===== src/rtl/aes_inv_mixcol.sv =====
// rtl/aes_inv_mixcol.sv - AES InvMixColumns, COLS_PER_CYC columns per clock with valid/ready handshake
module aes_inv_mixcol #(
    parameter int COLS_PER_CYC = 1
) (
    input  logic         CLK,
    input  logic         RSTB,
    input  logic         IN_VALID,
    output logic         IN_READY,
    input  logic [127:0] IN_DATA,
    output logic         OUT_VALID,
    input  logic         OUT_READY,
    output logic [127:0] OUT_DATA
);

    typedef enum logic [1:0] {
        S_IDLE = 2'd0,
        S_BUSY = 2'd1,
        S_DONE = 2'd2
    } state_t;

    // Step as seen by the 2-bit column counter (4 wraps to 0) and by the 3-bit end-of-pass test.
    localparam logic [1:0] STEP2 = 2'(COLS_PER_CYC);
    localparam logic [2:0] STEP3 = 3'(COLS_PER_CYC);

    state_t         state_q, state_d;
    logic [127:0]   data_q, data_d;
    logic [1:0]     cnt_q, cnt_d;
    logic           last_step;

    function automatic logic [7:0] xtime(input logic [7:0] a);
        return {a[6:0], 1'b0} ^ (a[7] ? 8'h1b : 8'h00);
    endfunction

    function automatic logic [31:0] inv_col(input logic [31:0] c);
        logic [7:0] a  [4];
        logic [7:0] x2 [4];
        logic [7:0] x4 [4];
        logic [7:0] x8 [4];
        logic [7:0] m9 [4];
        logic [7:0] mb [4];
        logic [7:0] md [4];
        logic [7:0] me [4];
        logic [7:0] b  [4];
        for (int r = 0; r < 4; r++) begin
            a[r]  = c[31-8*r -: 8];
            x2[r] = xtime(a[r]);
            x4[r] = xtime(x2[r]);
            x8[r] = xtime(x4[r]);
            m9[r] = x8[r] ^ a[r];
            mb[r] = x8[r] ^ x2[r] ^ a[r];
            md[r] = x8[r] ^ x4[r] ^ a[r];
            me[r] = x8[r] ^ x4[r] ^ x2[r];
        end
        for (int r = 0; r < 4; r++) begin
            b[r] = me[r] ^ mb[(r+1)%4] ^ md[(r+2)%4] ^ m9[(r+3)%4];
        end
        return {b[0], b[1], b[2], b[3]};
    endfunction

    assign last_step = (({1'b0, cnt_q} + STEP3) == 3'd4);

    always_ff @(posedge CLK or negedge RSTB) begin
        if (!RSTB) begin
            state_q <= S_IDLE;
        end else begin
            state_q <= state_d;
        end
    end

    always_comb begin
        state_d = state_q;
        case (state_q)
            S_IDLE:  if (IN_VALID)  state_d = S_BUSY;
            S_BUSY:  if (last_step) state_d = S_DONE;
            S_DONE:  if (OUT_READY) state_d = S_IDLE;
            default: state_d = S_IDLE;
        endcase
    end

    always_comb begin
        IN_READY  = (state_q == S_IDLE);
        OUT_VALID = (state_q == S_DONE);
    end

    // Columns are rewritten in place, lowest index first; the counter wraps to 0 as BUSY ends.
    always_comb begin
        data_d = data_q;
        cnt_d  = cnt_q;
        case (state_q)
            S_IDLE: begin
                if (IN_VALID) begin
                    data_d = IN_DATA;
                    cnt_d  = 2'd0;
                end
            end
            S_BUSY: begin
                for (int k = 0; k < COLS_PER_CYC; k++) begin
                    data_d[7'd127 - {cnt_q + 2'(k), 5'd0} -: 32] =
                        inv_col(data_q[7'd127 - {cnt_q + 2'(k), 5'd0} -: 32]);
                end
                cnt_d = cnt_q + STEP2;
            end
            default: begin
                data_d = data_q;
                cnt_d  = cnt_q;
            end
        endcase
    end

    always_ff @(posedge CLK or negedge RSTB) begin
        if (!RSTB) begin
            data_q <= '0;
            cnt_q  <= '0;
        end else begin
            data_q <= data_d;
            cnt_q  <= cnt_d;
        end
    end

    assign OUT_DATA = data_q;

endmodule


===== config.mk =====
export PLATFORM = sky130hd
export DESIGN_NAME = aes_inv_mixcol
export DESIGN_NICKNAME = d
export VERILOG_FILES = /design/src/rtl/aes_inv_mixcol.sv
export SDC_FILE = /design/constraint.sdc
export NUM_CORES = 1
export LEC_CHECK = 0
export BUFFER_PORTS_ARGS = -buffer_cell sky130_fd_sc_hd__buf_2
export CAP_MARGIN = 0
export CORE_MARGIN = 1
export CORE_UTILIZATION = 35
export DETAILED_ROUTE_END_ITERATION = 6
export GPL_ROUTABILITY_DRIVEN = 0
export PLACE_DENSITY_LB_ADDON = 0.12
export SYNTH_ARGS = -nofsm -noshare
export SYNTH_HDL_FRONTEND = slang
export SYNTH_SLANG_ARGS = --single-unit
export TNS_END_PERCENT = 1

===== constraint.sdc =====
create_clock -name CLK -period 4.5 [get_ports CLK]
set_input_delay 0.45 -clock CLK [delete_from_list [all_inputs] [get_ports CLK]]
set_output_delay 0.45 -clock CLK [all_outputs]
set_load 0.01 [all_outputs]

==> reports/results.tsv, run 1 <==
stage	metric	value	unit
clock_tree	root buffer cell	clkbuf_16	
placed_design	DP HPWL	24600	µm
logic_synthesis	#FFs+latches synth	132	
floorplanning	Die Height	162	µm
timing	RSZ-0062 raised after global routing	no	
final_layout	share of cells above drive strength 1	34.1	%
timing	max-slew headroom at the worst pin	38.3	%
logic_synthesis	register area share after synthesis	36.9	%
drt	First-pass DRT Iterations	5	
timing	Sum Neg Setup Slack	0	ns
final_layout	n_diodes	0	
timing	Final WS setup	0.508	ns
run_status	status	finished, final reports clean	
final_layout	area growth from synthesis to layout	24.7	%
hold_path	Min-Delay Path Class	primary input to asynchronous set/reset pin	
drt	Routed WL	33500	µm
drt	Detail Route Antenna Nets	0	
clock_tree	Reg clk slew, reported paths	0.07	ns
final_layout	Register Area	3310	µm²
clock_tree	post-CTS resize count	0	
drt	drt first-iter violations	721	
floorplanning	Initial Util	35.6	%
logic_synthesis	Synth top area share	36.9	%
drt	# DRC	0	
logic_synthesis	Post-synth EDFFs	0	
logic_synthesis	area leader, netlist	dfrtp_1	
global_routing	largest net degree at the start of global routing	80	
timing	Hold Violations, Final	0	
critical_path	data required time at the worst endpoint	4.86	ns
critical_path	critical path arrival	4.35	ns
global_routing	antenna violations before repair	0	
drt	via count	7721	
final_layout	area of the multi-input gates	5370	µm²
timing	clk_skew	0.0146	ns
drt	vias per inst	5.41	
clock_tree	CTS hold repair buffers	0	
critical_path	WS Path Type	register to register	
logic_synthesis	ranking of synthesized cells by area	dfrtp_1, xnor2_1, a22oi_1	
logic_synthesis	share of flip-flops with an asynchronous set or reset	100	%
timing	clock period minus worst slack	3.99	ns
final_layout	nets	1220	
floorplanning	Die X	162	µm
clock_tree	Post-CTS Setup Repair Bufs	0	
final_layout	most common cell after layout, fill and taps aside	buf_2	
clock_tree	clk sinks	132	
critical_path	CP Max Fanout	27	
floorplanning	# IOs	262	
timing	Max Freq	251	MHz
floorplanning	die area	26300	µm²
timing	Slew Limit Fails	0	
final_layout	Fill cells	2455	
clock_tree	CTS tree	built	
critical_path	Setup crit end kind	register	
logic_synthesis	syn_nets	992	
floorplanning	std cell rows	58	
logic_synthesis	Syn Area/Cell	10.5	µm²
clock_tree	H-tree level count	4	
clock_tree	CTS max path bufs	2	
timing	worst-margin pin slew	0.923	ns
placed_design	pre-CTS setup slack	0.502	ns
logic_synthesis	synth warn	0	
floorplanning	core area	25200	µm²
flow_run	total of max-cap violations	0	
critical_path	Startpoint Class	register	
timing	final setup vio count	0	
global_routing	first-pass GRT wire length	49500	µm
drt	DR WL/cell	23.5	µm
logic_synthesis	cells after synthesis	856	
logic_synthesis	Mapped Area	8960	µm²
final_layout	highest-count cells in the layout ignoring fill and taps	buf_2, dfrtp_1, nor2_1, a21oi_1, a22oi_1	
logic_synthesis	commonest register cell after synthesis	dfrtp_1	
clock_tree	CTS buffer count	17	
global_routing	grt total ovfl	0	
clock_tree	worst skew pair latency	0.44	ns
global_routing	number of global-route vias before repair	7524	
logic_synthesis	Synth cell types	38	
placed_design	I/O Buffers	261	
global_routing	GR Util All Layers	25.9	%
timing	final worst-path cycle share	88.7	%
## worst max-delay path, stage by stage, from the launching register on
cell	delay (ns)
dfrtp_2	0.92
mux4_2	0.77
xor2_2	0.42
xnor3_1	0.54
xnor2_1	0.47
xor2_1	0.46
a22oi_1	0.13
a21oi_1	0.19
## cell families (layout without fill, tap and decap cells)
kind of cell,Yosys count,after routing,share of synthesized area (%)
adder cells (fa/ha/maj),4,4,0.558
AO/OA/AOI/OAI,247,247,17.5
buffers and inverters,77,318,3.96
XOR/XNOR,185,185,24.9
flip-flops,132,132,36.9
multiplexers,32,32,8.04
AND/OR/NAND/NOR,179,179,8.13
## sequential cells by signal, indices dropped and copies added, names as in the netlist
name / count
state_q: 2
cnt_q: 2
OUT_DATA: 128
## stage by stage
| stage | cells | instance area (µm²) | hold WS (ns) | util [%] |
|---|---|---|---|---|
| floorplan | 856 | 8960 | 0.154 | - |
| global placement | 1395 | 10600 | 0.503 | 42.1 |
| detailed placement | 1395 | 10600 | 0.501 | 42.1 |
| CTS | 1427 | 11200 | 0.0389 | 44.4 |
| global route | 1427 | 11200 | 0.0606 | 44.4 |
| finish | 1427 | 11200 | 0.00605 | 44.4 |
## cells in the mapped netlist, types with 2 or more instances
| master | instances |
|---|---|
| a21oi_1 | 111 |
| a22o_1 | 2 |
| a22oi_1 | 100 |
| a2bb2oi_1 | 6 |
| a31oi_1 | 16 |
| and3_1 | 2 |
| buf_1 | 4 |
| buf_2 | 7 |
| buf_4 | 6 |
| clkbuf_1 | 52 |
| dfrtp_1 | 132 |
| ha_1 | 4 |
| inv_1 | 5 |
| mux4_2 | 32 |
| nand2_1 | 30 |
| nand2b_1 | 15 |
| nand3_1 | 3 |
| nor2_1 | 124 |
| nor2b_1 | 2 |
| nor3_1 | 2 |
| o211ai_1 | 4 |
| o21a_1 | 4 |
| o221ai_1 | 2 |
| xnor2_1 | 98 |
| xnor2_2 | 12 |
| xnor2_4 | 3 |
| xnor3_1 | 28 |
| xnor3_2 | 2 |
| xor2_1 | 37 |
| xor2_2 | 3 |
## path summary, 6_finish.rpt
check                             from  cells past startpoint            end  slack [ns]
setup / recovery              cnt_q[0]                      7  OUT_DATA[124]        0.51
setup reg to reg              cnt_q[0]                      7  OUT_DATA[124]        0.51
hold reg to reg            OUT_DATA[4]                      1    OUT_DATA[4]        0.53
max in group asynchronous         RSTB                      2       cnt_q[1]        3.64
min in group CLK           IN_DATA[43]                      3   OUT_DATA[43]        0.26
hold / removal                    RSTB                      1   OUT_DATA[92]       0.006
## final cells by class
class | count | share of cell area, %
clock buffer | 18 | 3.84
multi-input combinational | 647 | 48.0
clock inverter | 14 | 1.39
sequential | 132 | 29.6
inverter | 5 | 0.168
timing repair buffer | 281 | 13.3
tap | 330 | 3.69
## layer usage
layer	GRT usage [%]	wire length, µm
met1	35.0	14400
met2	42.2	16100
met3	5.11	2430
met4	7.20	530
met5	0	0
Power of run 1 is not shown: default switching activity piles up to over one toggle a cycle in this logic, so the estimate is an artifact.
==> run 2, diff against run 1 <==
CORE_ASPECT_RATIO = 0.6   (was not set)
SLEW_MARGIN = 20   (was not set)
==> run 2 against run 1 <==
First-iteration DRC count is 8.6% lower. Via count is 0.97% higher. Non-clock buffer count is 4 lower. Die area hardly changed. Sequential share of layout area is 0.16 points higher. Highest routed layer is now met5. Final cell count is 0.91% lower. Utilization is 0.68 points higher.
==> reports/results.tsv, run 2 (same netlist as run 1, synthesis figures left out) <==
stage	metric	value	unit
critical_path	critical path arrival	4.19	ns
placed_design	DP HPWL	25400	µm
clock_tree	CTS hold repair buffers	0	
clock_tree	Reg clk slew, reported paths	0.06	ns
critical_path	slowest stage cell, crit path	mux4_2	
critical_path	data required time at the worst endpoint	4.82	ns
final_layout	highest-count cells in the layout ignoring fill and taps	buf_2, dfrtp_1, nor2_1, a21oi_1, a22oi_1	
floorplanning	# IOs	262	
critical_path	Worst path max stage delay	0.70	ns
critical_path	CP Max Fanout	13	
final_layout	share of cells above drive strength 1	33.6	%
drt	via count	7796	
global_routing	GR Util All Layers	26.6	%
placed_design	pre-CTS setup slack	0.660	ns
floorplanning	std cell rows	44	
final_layout	area growth from synthesis to layout	24.0	%
timing	final setup vio count	0	
floorplanning	Die Height	126	µm
clock_tree	H-tree level count	4	
placed_design	I/O Buffers	261	
critical_path	Setup crit end kind	register	
global_routing	first-pass GRT wire length	51100	µm
final_layout	nets	1216	
clock_tree	post-CTS resize count	0	
run_status	status	finished, final reports clean	
drt	vias per inst	5.51	
critical_path	worst path bufs/invs	1	
floorplanning	Die X	209	µm
critical_path	Critical Path, Cell by Cell	buf_4 > mux4_2 > xnor2_4 > xnor3_1 > xnor3_1 > xnor2_1 > o211ai_1 > o21a_1	
timing	RSZ-0062 raised after global routing	no	
clock_tree	worst skew pair latency	0.43	ns
final_layout	most common cell after layout, fill and taps aside	buf_2	
global_routing	largest net degree at the start of global routing	82	
drt	drt first-iter violations	659	
clock_tree	CTS max path bufs	2	
drt	# DRC	0	
clock_tree	clk sinks	132	
timing	Slew Limit Fails	0	
global_routing	number of global-route vias before repair	7714	
timing	clk_skew	0.00955	ns
floorplanning	die area	26300	µm²
final_layout	n_diodes	0	
critical_path	Startpoint Class	register	
critical_path	CP top delay family	XOR/XNOR gates	
clock_tree	CTS tree	built	
timing	max-slew headroom at the worst pin	35.2	%
timing	Sum Neg Setup Slack	0	ns
clock_tree	CTS buffer count	17	
final_layout	number of flip-flops in the largest register	128	
drt	First-pass DRT Iterations	5	
timing	final worst-path cycle share	86.1	%
timing	clock period minus worst slack	3.88	ns
timing	worst-margin pin slew	0.972	ns
flow_run	total of max-cap violations	0	
drt	Routed WL	34500	µm
floorplanning	Initial Util	36.3	%
global_routing	antenna violations before repair	2	
drt	Detail Route Antenna Nets	0	
timing	Hold Violations, Final	0	
floorplanning	core area	24700	µm²
timing	Max Freq	258	MHz
hold_path	Min-Delay Path Class	primary input to asynchronous set/reset pin	
critical_path	WS Path Type	register to register	
clock_tree	root buffer cell	clkbuf_16	
timing	Final WS setup	0.624	ns
global_routing	grt total ovfl	0	
drt	DR WL/cell	24.4	µm
clock_tree	Post-CTS Setup Repair Bufs	0	
critical_path	most frequent CP cell	xnor3_1	
-- run 2: cell count changes in the layout (fill, tap and decap cells not counted), sizes merged --
cell      delta
buf          -4
bufinv       -2
clkbuf       +4
clkinv       +2
clkinvlp     -3
inv          -2
-- run 2: per-layer routing --
layer | track usage [%] | share of wire [%] | vias to the layer above | wire length (µm)
li1 | - | - | 3502 | -
met1 | 41.6 | 49 | 3898 | 16800
met2 | 36.4 | 41 | 367 | 14300
met3 | 6.63 | 8.7 | 25 | 3010
met4 | 5.58 | 1.0 | 4 | 348
met5 | 0 | 0.078 | - | 27
-- run 2: layout make-up --
class	instances	area, µm²
clock buffer	22	454
clock inverter	9	57.6
fill	2383	13500
inverter	5	18.8
multi-input combinational	647	5370
sequential	132	3310
tap	322	403
timing repair buffer	277	1510
-- run 2: final timing paths --
check | from | end | slack [ns] | depth (start not counted)
hold reg to reg | OUT_DATA[53] | OUT_DATA[53] | 0.55 | 1
setup reg to reg | cnt_q[0] | OUT_DATA[36] | 0.62 | 8
setup / recovery | cnt_q[0] | OUT_DATA[36] | 0.62 | 8
hold / removal | RSTB | OUT_DATA[35] | 0.04 | 1
max in group asynchronous | RSTB | cnt_q[0] | 3.62 | 2
min in group CLK | IN_DATA[43] | OUT_DATA[43] | 0.27 | 3
-- run 2: stage by stage --
| step | util, % | std cells | hold slack, ns | instance area [µm²] |
|---|---|---|---|---|
| floorplan | - | 856 | 0.154 | 8960 |
| finish | 45.1 | 1414 | 0.0398 | 11100 |
| global placement | 43.0 | 1383 | 0.516 | 10600 |
| CTS | 45.1 | 1414 | 0.0608 | 11100 |
| detailed placement | 43.0 | 1383 | 0.518 | 10600 |
| global route | 45.1 | 1414 | 0.0815 | 11100 |
Power of run 2 is left out for the same reason.
